### src/rtl/pe_pkg.sv
// Shared encodings, width helpers and default parameters for the multi-lane PE.
package pe_pkg;

    localparam logic [1:0] PE_TYPE_A    = 2'd0;
    localparam logic [1:0] PE_TYPE_C    = 2'd1;
    localparam logic [1:0] PE_TYPE_ZERO = 2'd2;
    localparam logic [1:0] PE_TYPE_RSVD = 2'd3;

    localparam int unsigned PE_DEF_X        = 0;
    localparam int unsigned PE_DEF_Y        = 0;
    localparam int unsigned PE_DEF_SARRAY_W = 8;
    localparam int unsigned PE_DEF_SARRAY_H = 8;
    localparam int unsigned PE_DEF_DW       = 8;
    localparam int unsigned PE_DEF_LANES    = 4;
    localparam int unsigned PE_DEF_ACC_W    = 32;
    localparam int unsigned PE_DEF_BANKS    = 2;
    localparam int unsigned PE_DEF_CNT_W    = 4;

    function automatic int unsigned pe_bus_w(input int unsigned lanes, input int unsigned dw);
        return lanes * dw;
    endfunction

    // A single bank still needs a one-bit select port.
    function automatic int unsigned pe_bank_w(input int unsigned banks);
        return (banks > 1) ? $clog2(banks) : 1;
    endfunction

endpackage

### src/rtl/pe_mlane_dot.sv
// Combinational LANES x DW dot product; lanes sign- or zero-extended by sign.
module pe_mlane_dot
    import pe_pkg::*;
#(
    parameter int unsigned DW    = PE_DEF_DW,
    parameter int unsigned LANES = PE_DEF_LANES,
    parameter int unsigned ACC_W = PE_DEF_ACC_W
) (
    input  logic [LANES*DW-1:0] a,
    input  logic [LANES*DW-1:0] b,
    input  logic                sign,
    output logic [ACC_W-1:0]    dot_c
);

    logic [ACC_W-1:0] prod [LANES];

    for (genvar i = 0; i < LANES; i++) begin : g_lane
        logic signed [DW:0]     ea;
        logic signed [DW:0]     eb;
        logic signed [2*DW+1:0] p;

        // One extra bit per lane lets a single signed multiplier serve both modes.
        assign ea      = {sign & a[i*DW+DW-1], a[i*DW +: DW]};
        assign eb      = {sign & b[i*DW+DW-1], b[i*DW +: DW]};
        assign p       = ea * eb;
        assign prod[i] = ACC_W'(p);
    end

    always_comb begin
        dot_c = '0;
        for (int i = 0; i < LANES; i++) begin
            dot_c = dot_c + prod[i];
        end
    end

endmodule

### src/rtl/pe_mlane.sv
// Systolic PE: banked multi-lane MAC, C preload/clear, store tokens and a lossless result chain.
module pe_mlane
    import pe_pkg::*;
#(
    parameter int unsigned X        = PE_DEF_X,
    parameter int unsigned Y        = PE_DEF_Y,
    parameter int unsigned SARRAY_W = PE_DEF_SARRAY_W,
    parameter int unsigned SARRAY_H = PE_DEF_SARRAY_H,
    parameter int unsigned DW       = PE_DEF_DW,
    parameter int unsigned LANES    = PE_DEF_LANES,
    parameter int unsigned ACC_W    = PE_DEF_ACC_W,
    parameter int unsigned BANKS    = PE_DEF_BANKS,
    parameter int unsigned CNT_W    = PE_DEF_CNT_W,
    localparam int unsigned BUS_W   = pe_bus_w(LANES, DW),
    localparam int unsigned BANK_W  = pe_bank_w(BANKS)
) (
    input  logic              clk,
    input  logic              rst_n,
    input  logic              top_valid_i,
    input  logic [CNT_W-1:0]  top_cnt_i,
    input  logic [BUS_W-1:0]  top_data_i,
    input  logic              top_storec_valid_i,
    input  logic [BANK_W-1:0] top_storec_bank_i,
    input  logic              top_d_valid_i,
    input  logic [CNT_W-1:0]  top_d_cnt_i,
    input  logic [ACC_W-1:0]  top_d_data_i,
    input  logic              left_valid_i,
    input  logic [CNT_W-1:0]  left_cnt_i,
    input  logic [1:0]        left_type_i,
    input  logic              left_sign_i,
    input  logic [BANK_W-1:0] left_bank_i,
    input  logic [BUS_W-1:0]  left_data_i,
    output logic              bot_valid_o,
    output logic [CNT_W-1:0]  bot_cnt_o,
    output logic [BUS_W-1:0]  bot_data_o,
    output logic              bot_storec_valid_o,
    output logic [BANK_W-1:0] bot_storec_bank_o,
    output logic              bot_d_valid_o,
    output logic [CNT_W-1:0]  bot_d_cnt_o,
    output logic [ACC_W-1:0]  bot_d_data_o,
    output logic              right_valid_o,
    output logic [CNT_W-1:0]  right_cnt_o,
    output logic [1:0]        right_type_o,
    output logic              right_sign_o,
    output logic [BANK_W-1:0] right_bank_o,
    output logic [BUS_W-1:0]  right_data_o,
    output logic              err_o
);

    localparam int unsigned HIT_CNT = SARRAY_W - X;
    localparam int unsigned OWN_CNT = SARRAY_H - Y;
    localparam int unsigned GAP_MIN = SARRAY_H + 1;
    localparam int unsigned GAP_W   = $clog2(GAP_MIN + 1);

    logic [ACC_W-1:0] acc_q [BANKS];
    logic [ACC_W-1:0] hold_q, hold_d;
    logic             hold_v_q, hold_v_d;
    logic [GAP_W-1:0] gap_q;
    logic [ACC_W-1:0] dot_c;

    logic             is_a, fire, cnt_hit, c_hit, zero_hit, fwd_right, proto_err;
    logic [ACC_W-1:0] tok_val;
    logic             d_valid_d;
    logic [CNT_W-1:0] d_cnt_d;
    logic [ACC_W-1:0] d_data_d;

    pe_mlane_dot #(.DW(DW), .LANES(LANES), .ACC_W(ACC_W)) u_dot (
        .a     (left_data_i),
        .b     (top_data_i),
        .sign  (left_sign_i),
        .dot_c (dot_c)
    );

    // Decode of the left channel, store token and protocol checks.
    always_comb begin
        is_a      = left_valid_i && (left_type_i == PE_TYPE_A);
        fire      = is_a && top_valid_i;
        cnt_hit   = (left_cnt_i == CNT_W'(HIT_CNT));
        c_hit     = left_valid_i && (left_type_i == PE_TYPE_C) && cnt_hit;
        zero_hit  = left_valid_i && (left_type_i == PE_TYPE_ZERO) && cnt_hit;
        fwd_right = fire || (left_valid_i && !is_a && !c_hit);
        tok_val   = acc_q[top_storec_bank_i];
        proto_err = (is_a != top_valid_i) ||
                    (top_storec_valid_i && (hold_v_q || (gap_q < GAP_W'(GAP_MIN))));
    end

    // Result chain: upstream first, then parked result, else own result bypasses the hold.
    always_comb begin
        hold_d    = hold_q;
        hold_v_d  = hold_v_q;
        d_valid_d = 1'b0;
        d_cnt_d   = bot_d_cnt_o;
        d_data_d  = bot_d_data_o;
        if (top_d_valid_i) begin
            d_valid_d = 1'b1;
            d_cnt_d   = top_d_cnt_i;
            d_data_d  = top_d_data_i;
        end else if (hold_v_q) begin
            d_valid_d = 1'b1;
            d_cnt_d   = CNT_W'(OWN_CNT);
            d_data_d  = hold_q;
            hold_v_d  = 1'b0;
        end else if (top_storec_valid_i) begin
            d_valid_d = 1'b1;
            d_cnt_d   = CNT_W'(OWN_CNT);
            d_data_d  = tok_val;
        end
        if (top_storec_valid_i && (top_d_valid_i || hold_v_q)) begin
            hold_d   = tok_val;
            hold_v_d = 1'b1;
        end
    end

    always_ff @(posedge clk or negedge rst_n) begin
        if (!rst_n) begin
            for (int i = 0; i < BANKS; i++) begin
                acc_q[i] <= '0;
            end
        end else if (fire) begin
            acc_q[left_bank_i] <= acc_q[left_bank_i] + dot_c;
        end else if (c_hit) begin
            acc_q[left_bank_i] <= left_data_i[ACC_W-1:0];
        end else if (zero_hit) begin
            acc_q[left_bank_i] <= '0;
        end
    end

    always_ff @(posedge clk or negedge rst_n) begin
        if (!rst_n) begin
            hold_q        <= '0;
            hold_v_q      <= 1'b0;
            gap_q         <= GAP_W'(GAP_MIN);
            err_o         <= 1'b0;
            bot_d_valid_o <= 1'b0;
            bot_d_cnt_o   <= '0;
            bot_d_data_o  <= '0;
        end else begin
            hold_q        <= hold_d;
            hold_v_q      <= hold_v_d;
            err_o         <= err_o | proto_err;
            bot_d_valid_o <= d_valid_d;
            bot_d_cnt_o   <= d_cnt_d;
            bot_d_data_o  <= d_data_d;
            if (top_storec_valid_i) begin
                gap_q <= GAP_W'(1);
            end else if (gap_q < GAP_W'(GAP_MIN)) begin
                gap_q <= gap_q + GAP_W'(1);
            end
        end
    end

    // Single-stage forward registers toward right and bottom neighbours.
    always_ff @(posedge clk or negedge rst_n) begin
        if (!rst_n) begin
            right_valid_o      <= 1'b0;
            right_cnt_o        <= '0;
            right_type_o       <= '0;
            right_sign_o       <= 1'b0;
            right_bank_o       <= '0;
            right_data_o       <= '0;
            bot_valid_o        <= 1'b0;
            bot_cnt_o          <= '0;
            bot_data_o         <= '0;
            bot_storec_valid_o <= 1'b0;
            bot_storec_bank_o  <= '0;
        end else begin
            right_valid_o      <= fwd_right;
            bot_valid_o        <= fire;
            bot_storec_valid_o <= top_storec_valid_i;
            bot_storec_bank_o  <= top_storec_bank_i;
            if (fwd_right) begin
                right_cnt_o  <= left_cnt_i;
                right_type_o <= left_type_i;
                right_sign_o <= left_sign_i;
                right_bank_o <= left_bank_i;
                right_data_o <= left_data_i;
            end
            if (fire) begin
                bot_cnt_o  <= top_cnt_i;
                bot_data_o <= top_data_i;
            end
        end
    end

endmodule

### config.mk
export PLATFORM = sky130hd
export DESIGN_NAME = pe_mlane
export DESIGN_NICKNAME = d
export VERILOG_FILES = /design/src/rtl/pe_pkg.sv /design/src/rtl/pe_mlane_dot.sv /design/src/rtl/pe_mlane.sv
export SDC_FILE = /design/constraint.sdc
export NUM_CORES = 1
export LEC_CHECK = 0
export CAP_MARGIN = 20
export CORE_ASPECT_RATIO = 1.75
export CORE_MARGIN = 3
export CORE_UTILIZATION = 34
export CTS_CLUSTER_DIAMETER = 100
export CTS_CLUSTER_SIZE = 28
export DETAILED_ROUTE_END_ITERATION = 8
export HOLD_SLACK_MARGIN = 0.12
export PLACE_DENSITY_LB_ADDON = 0.1
export SKIP_CTS_REPAIR_TIMING = 1
export SYNTH_ARGS = -nofsm -noshare
export SYNTH_HDL_FRONTEND = slang
export SYNTH_HIERARCHICAL = 1
export SYNTH_SLANG_ARGS = --single-unit
### constraint.sdc
create_clock -name clk -period 5 [get_ports clk]
set_clock_uncertainty 0.05 [all_clocks]
set_input_delay 1 -clock clk [delete_from_list [all_inputs] [get_ports clk]]
set_output_delay 1 -clock clk [all_outputs]
set_load 0.01 [all_outputs]
==> results of run 1 <==
==> worst max-delay path: cells and delay by family <==
kind,cells,cell delay (ns)
adders and majority gates,10,4.59
xor gates and xnor gates,2,0.26
AOI/OAI and AO/OA,8,1.25
buffers and inverters,15,1.52
and+or+nand+nor,5,0.66
==> cells in the mapped netlist, drive strengths merged (11+ instances only) <==
| library cell | count |
|---|---|
| dfrtp | 217 |
| buf | 32 |
| a21oi | 104 |
| nor2 | 120 |
| xnor2 | 37 |
| nand3 | 14 |
| nand2b | 11 |
| fa | 406 |
| or2 | 17 |
| ha | 134 |
| inv | 503 |
| o21ai | 46 |
| clkbuf | 96 |
| a22oi | 26 |
| xor2 | 20 |
| a222oi | 30 |
| nand2 | 207 |
| mux2 | 166 |
| a21o | 34 |
| mux2i | 33 |
| and2 | 124 |
==> layout by cell type, fill, tap and decap left out, types with 11 or more instances in the layout <==
| cell type | n |
|---|---|
| dlymetal6s2s_1 | 50 |
| nor2_1 | 108 |
| a21oi_2 | 12 |
| o21ai_0 | 16 |
| nand2_2 | 20 |
| o21ai_1 | 16 |
| clkdlybuf4s50_1 | 168 |
| inv_2 | 52 |
| mux2i_1 | 33 |
| buf_12 | 35 |
| and2_1 | 110 |
| a21oi_1 | 83 |
| nand2_4 | 18 |
| buf_4 | 281 |
| and2_4 | 14 |
| xnor2_2 | 11 |
| ha_4 | 36 |
| xor2_1 | 11 |
| or2_2 | 12 |
| xnor2_1 | 24 |
| nand2_1 | 168 |
| ha_1 | 95 |
| fa_1 | 370 |
| fa_2 | 36 |
| buf_6 | 83 |
| a21o_1 | 32 |
| clkbuf_16 | 19 |
| mux2_2 | 166 |
| inv_1 | 451 |
| a22oi_1 | 23 |
| dfrtp_1 | 217 |
| a222oi_1 | 30 |
==> cell type report <==
| type | instances | area (um^2) |
|---|---|---|
| repair buffers | 643 | 6420 |
| fillers | 6879 | 38800 |
| well taps | 931 | 1160 |
| flip-flops and latches | 219 | 5480 |
| clock inverters | 4 | 100 |
| multi-input cells | 1638 | 18700 |
| clock buffers | 19 | 400 |
| inverters | 503 | 1890 |
| diodes | 3 | 7.51 |
==> stage by stage <==
step                       util  instances  setup slack (ns)  TNS, ns
after floorplan               -       2488             -4.05  -174.44
after CTS                 0.438       3881             -4.57  -215.07
after detailed placement  0.431       3858             -5.13  -248.73
final                     0.468       3960             -3.95  -183.15
after global routing      0.468       3957             -4.25  -196.21
after global placement    0.431       3857             -5.11  -248.03
==> metal layers <==
layer  track usage  vias up  wire, um
met5             0        -         0
met4        0.0806        0      4030
met3        0.0253      160      3270
met2         0.442      433     48700
met1         0.233     9967     30200
li1              -     8846         -
==> flip-flops by register name, indices dropped and copies added (netlist names), 2 cells and up <==
signal and count:
acc_q 64, bot_d_cnt_o 4, hold_q 32, right_data_o 32, bot_data_o 32, bot_cnt_o 4
right_cnt_o 4, gap_q 4, right_type_o 2, bot_d_data_o 32
==> cell families after synthesis <==
| logic type | count (synthesis) | synth area share |
|---|---|---|
| multiplexers | 199 | 0.0878 |
| buffers and inverters | 631 | 0.0965 |
| XOR/XNOR | 57 | 0.0199 |
| AND/OR/NAND/NOR | 531 | 0.100 |
| adder cells (fa/ha/maj) | 541 | 0.392 |
| AO/OA/AOI/OAI | 310 | 0.0846 |
| flip-flops | 219 | 0.219 |
==> final timing paths <==
check / cells after the start / slack [ns] / endpoint / from
max in group asynchronous: 2 / 3.43 / bot_data_o[28] / rst_n
worst min register to register: 2 / 0.44 / err_o / err_o
min in group clk: 2 / 0.44 / err_o / err_o
worst max-delay path: 40 / -3.95 / acc_q[56] / left_sign_i
worst min-delay path: 1 / 0.30 / hold_q[0] / rst_n
worst max register to register: 17 / 1.51 / acc_q[56] / acc_q[32]
==> reports/results.tsv, run 1 <==
metric	value	unit
portBuffers	236	
groute.usage.overall	0.221	
place_area	0.0315	mm^2
worstPathRequired	5.37	ns
whs	0.297	ns
arrival	9.32	ns
max_stage_delay	0.56	ns
htree_levels	1	
firstDrtPassIters	5	
netlist_instances	2488	
grt_pass1_wl	129	mm
yosys.area.top_type_share	0.325	
area_growth	36.4	%
cp_common_cell	fa_1	
path_class	in -> reg	
grt-ovfl-total	0	
synth-main-ff-cell	dfrtp_1	
finalWirelength	86.2	mm
finalCritPeriodShare	1.79	
initial_core_util	0.343	
yosys.area.top_type	fa_1	
synth.area.top_cells	fa_1, dfrtp_1, inv_1	
worst_pin_slew	1.03	ns
clkLatencyLatePin	0.56	ns
io_pins	237	
drive_above_1_share	0.304	
setup_violations	58	
cts.reportedPaths.clkPinSlew	0.11	ns
status	complete, but fails checks	
drc	0	
synth-seq-cells	219	
vias	19400	
seq_area_frac_synth	0.219	
nets	3678	
routabilityCongestion	0.881	
grt_start_max_net_pins	113	
post-route-worst-setup-slack	-3.95	ns
cap_viol_max_count	0	
synth_area_per_cell	10.1	um^2
grt_pass1_vias	22100	
wl_per_cell	21.8	um
antenna_found_initial	7	
clock-sinks	219	
cts_buffers	14	
synth_nets	3147	
dp_hpwl	71.3	mm
relSlewSlack	0.312	
cp-end-kind	register	
synth-async-reset-ratio	1.00	
fin_crit	8.95	ns
ys_types	75	
die_area	0.0771	mm^2
max_freq	112	MHz
maxSlewViolCount	0	
synth_area	0.0250	mm^2
antenna_left	0	
cp_slowest_cell	fa_1	
via_per_inst	4.90	
core	0.0729	mm^2
die_y	365	um
hold_viol	0	
rsz0062_at_grt	true	
synth_edf_count	0	
violations	negative setup slack	
drtIter0Drc	749	
rows	131	
cts_buffer_depth	3	
hp-class	in -> async	
die-width	211	um
fin_area	0.0342	mm^2
clk_root_buffer_cell	clkbuf_16	
crit_fanout	7	
ys_warn_count	6	
cp-start-kind	input pin	
tritoncts	done	
Power of run 1 is not shown: default switching activity piles up to over one toggle a cycle in this logic, so the estimate is an artifact.
==> inputs of run 2 (changes only) <==
--- a/config.mk
+++ b/config.mk
@@ -8,12 +8,12 @@
 export CAP_MARGIN = 20
 export CORE_ASPECT_RATIO = 1.75
 export CORE_MARGIN = 3
-export CORE_UTILIZATION = 34
+export CORE_UTILIZATION = 45
 export CTS_CLUSTER_DIAMETER = 100
 export CTS_CLUSTER_SIZE = 28
 export DETAILED_ROUTE_END_ITERATION = 8
 export HOLD_SLACK_MARGIN = 0.12
-export PLACE_DENSITY_LB_ADDON = 0.1
+export PLACE_DENSITY = 0.67
 export SKIP_CTS_REPAIR_TIMING = 1
 export SYNTH_ARGS = -nofsm -noshare
 export SYNTH_HDL_FRONTEND = slang
==> run 2 against run 1 <==
The run still ends with negative setup slack left. Global-route usage up 5.1 points. Count of clock-buffer cells in the layout fell by 3. Cell area is 2.0% lower. Sequential cell count is the same. Register-to-register slack better by 0.22 ns. Setup slack better by 0.037 ns. First-iteration DRC count up 53%. Wire length shrank 6.3%. Fmax rose by 0.42%. Utilization is 14 points higher. Worst hold slack improved by 0.13 ns.
==> reports/results.tsv, run 2 (same netlist as run 1, synthesis figures left out) <==
metric	value	unit	change
status	complete, but fails checks		
violations	negative setup slack		
portBuffers	236		unchanged
antenna_left	0		unchanged
max_stage_delay	0.57	ns	about the same
die_area	0.0586	mm^2	-24%
relSlewSlack	0.274		-0.0378
hold_viol	0		unchanged
initial_core_util	0.458		+0.114
drc	0		unchanged
setup_tns	-180.23	ns	+2.91 ns
drtIter0Drc	1149		+53%
grt_pass1_vias	22200		+0.50%
largest_register	acc_q		
rsz0062_at_grt	true		
cts_buffer_depth	3		unchanged
finalWirelength	80.8	mm	-6.3%
antenna_found_initial	1		-6
final_cell_mix	inv_1, fa_1, buf_4, dfrtp_1, nand2_1		
groute.usage.overall	0.272		+0.0511
vias	19800		+2.1%
firstDrtPassIters	5		unchanged
grt-ovfl-total	0		unchanged
crit_fanout	6		-1
cp-start-kind	input pin		
antenna_cells	0		-3
cp_top_family	adder cells		
clk_root_buffer_cell	clkbuf_16		
io_pins	237		unchanged
cts_buffers	13		-1
die_y	318	um	-13%
arrival	9.30	ns	-0.02 ns
maxSlewViolCount	0		unchanged
nets	3670		-0.22%
area_growth	33.7	%	
tritoncts	done		
path_buf_inv	9		-6
largest_reg_flops	64		unchanged
die-width	184	um	-13%
core	0.0547	mm^2	-25%
drive_above_1_share	0.304		-0.000649
setup_violations	58		unchanged
cp_slowest_cell	fa_2		
path_class	in -> reg		
fill_cells	4527		-34%
max_freq	112	MHz	+0.42%
cap_viol_max_count	0		unchanged
finalCritPeriodShare	1.78		-0.00748
hp-class	in -> async		
cts.reportedPaths.clkPinSlew	0.11	ns	about the same
routabilityCongestion	0.935		+6.1%
cp-end-kind	register		
worst_pin_slew	1.08	ns	+0.0554 ns
post-route-worst-setup-slack	-3.91	ns	+0.0374 ns
layout_commonest_cell	inv_1		
fin_crit	8.91	ns	-0.0374 ns
wl_per_cell	21.8	um	+0.17%
grt_start_max_net_pins	92		-19%
worstPathRequired	5.38	ns	about the same
dp_hpwl	66.3	mm	-7.0%
cp_common_cell	fa_1		
htree_levels	1		unchanged
via_per_inst	5.34		+9.1%
grt_pass1_wl	123	mm	-4.8%
rows	113		-14%
clkLatencyLatePin	0.53	ns	-0.03 ns
clock-sinks	219		unchanged
## run 2: cell types whose count changed in the layout (fill, tap and decap cells not counted), moves of 6 or more
cell | previous run | this run
buf_4 | 281 | 301
buf_12 | 35 | 22
inv_1 | 451 | 462
inv_2 | 52 | 41
fa_1 | 370 | 378
fa_2 | 36 | 28
nand2_4 | 18 | 10
buf_6 | 83 | 76
clkbuf_2 | 6 | 13
dlymetal6s2s_1 | 50 | 43
and2_1 | 110 | 104
and2_4 | 14 | 20
xnor2_1 | 24 | 18
## run 2: final timing paths
| path | depth (start not counted) | from | endpoint | slack (ns) |
|---|---|---|---|---|
| max | 35 | left_sign_i | acc_q[63] | -3.91 |
| min | 1 | rst_n | bot_data_o[13] | 0.43 |
| max reg2reg | 13 | acc_q[0] | acc_q[60] | 1.73 |
| min reg2reg | 2 | err_o | err_o | 0.44 |
| max in group asynchronous | 2 | rst_n | bot_d_data_o[6] | 3.53 |
| min in group clk | 2 | err_o | err_o | 0.44 |
## run 2: cell type report
cell class / count / area, um^2 / share of cell area
Multi-Input combinational cell: 1638 / 18800 / 0.562
Sequential cell: 219 / 5480 / 0.164
Tap cell: 690 / 863 / 0.0258
Clock inverter: 4 / 96.3 / 0.00288
Timing Repair Buffer: 636 / 6000 / 0.179
Inverter: 503 / 1890 / 0.0564
Clock buffer: 16 / 337 / 0.0101
## run 2: per-layer routing
layer	vias up	track usage	routed length, um
met5	-	0	0
met3	215	0.0336	3130
li1	8812	-	-
met4	0	0.124	4510
met1	10200	0.291	28400
met2	579	0.521	44800
## run 2: stage by stage
stage	hold WS, ns	instances	worst slack [ns]	area (um^2)	util
6_report	0.430	3706	-3.91	33500	0.612
5_1_grt	0.476	3706	-4.24	33500	0.612
4_1_cts	0.438	3652	-4.62	31500	0.576
3_5_place_dp	0.403	3632	-5.15	31100	0.568
3_3_place_gp	0.407	3632	-5.19	31100	0.568
2_1_floorplan	0.401	2488	-4.05	25700	-
Power of run 2 is left out for the same reason.
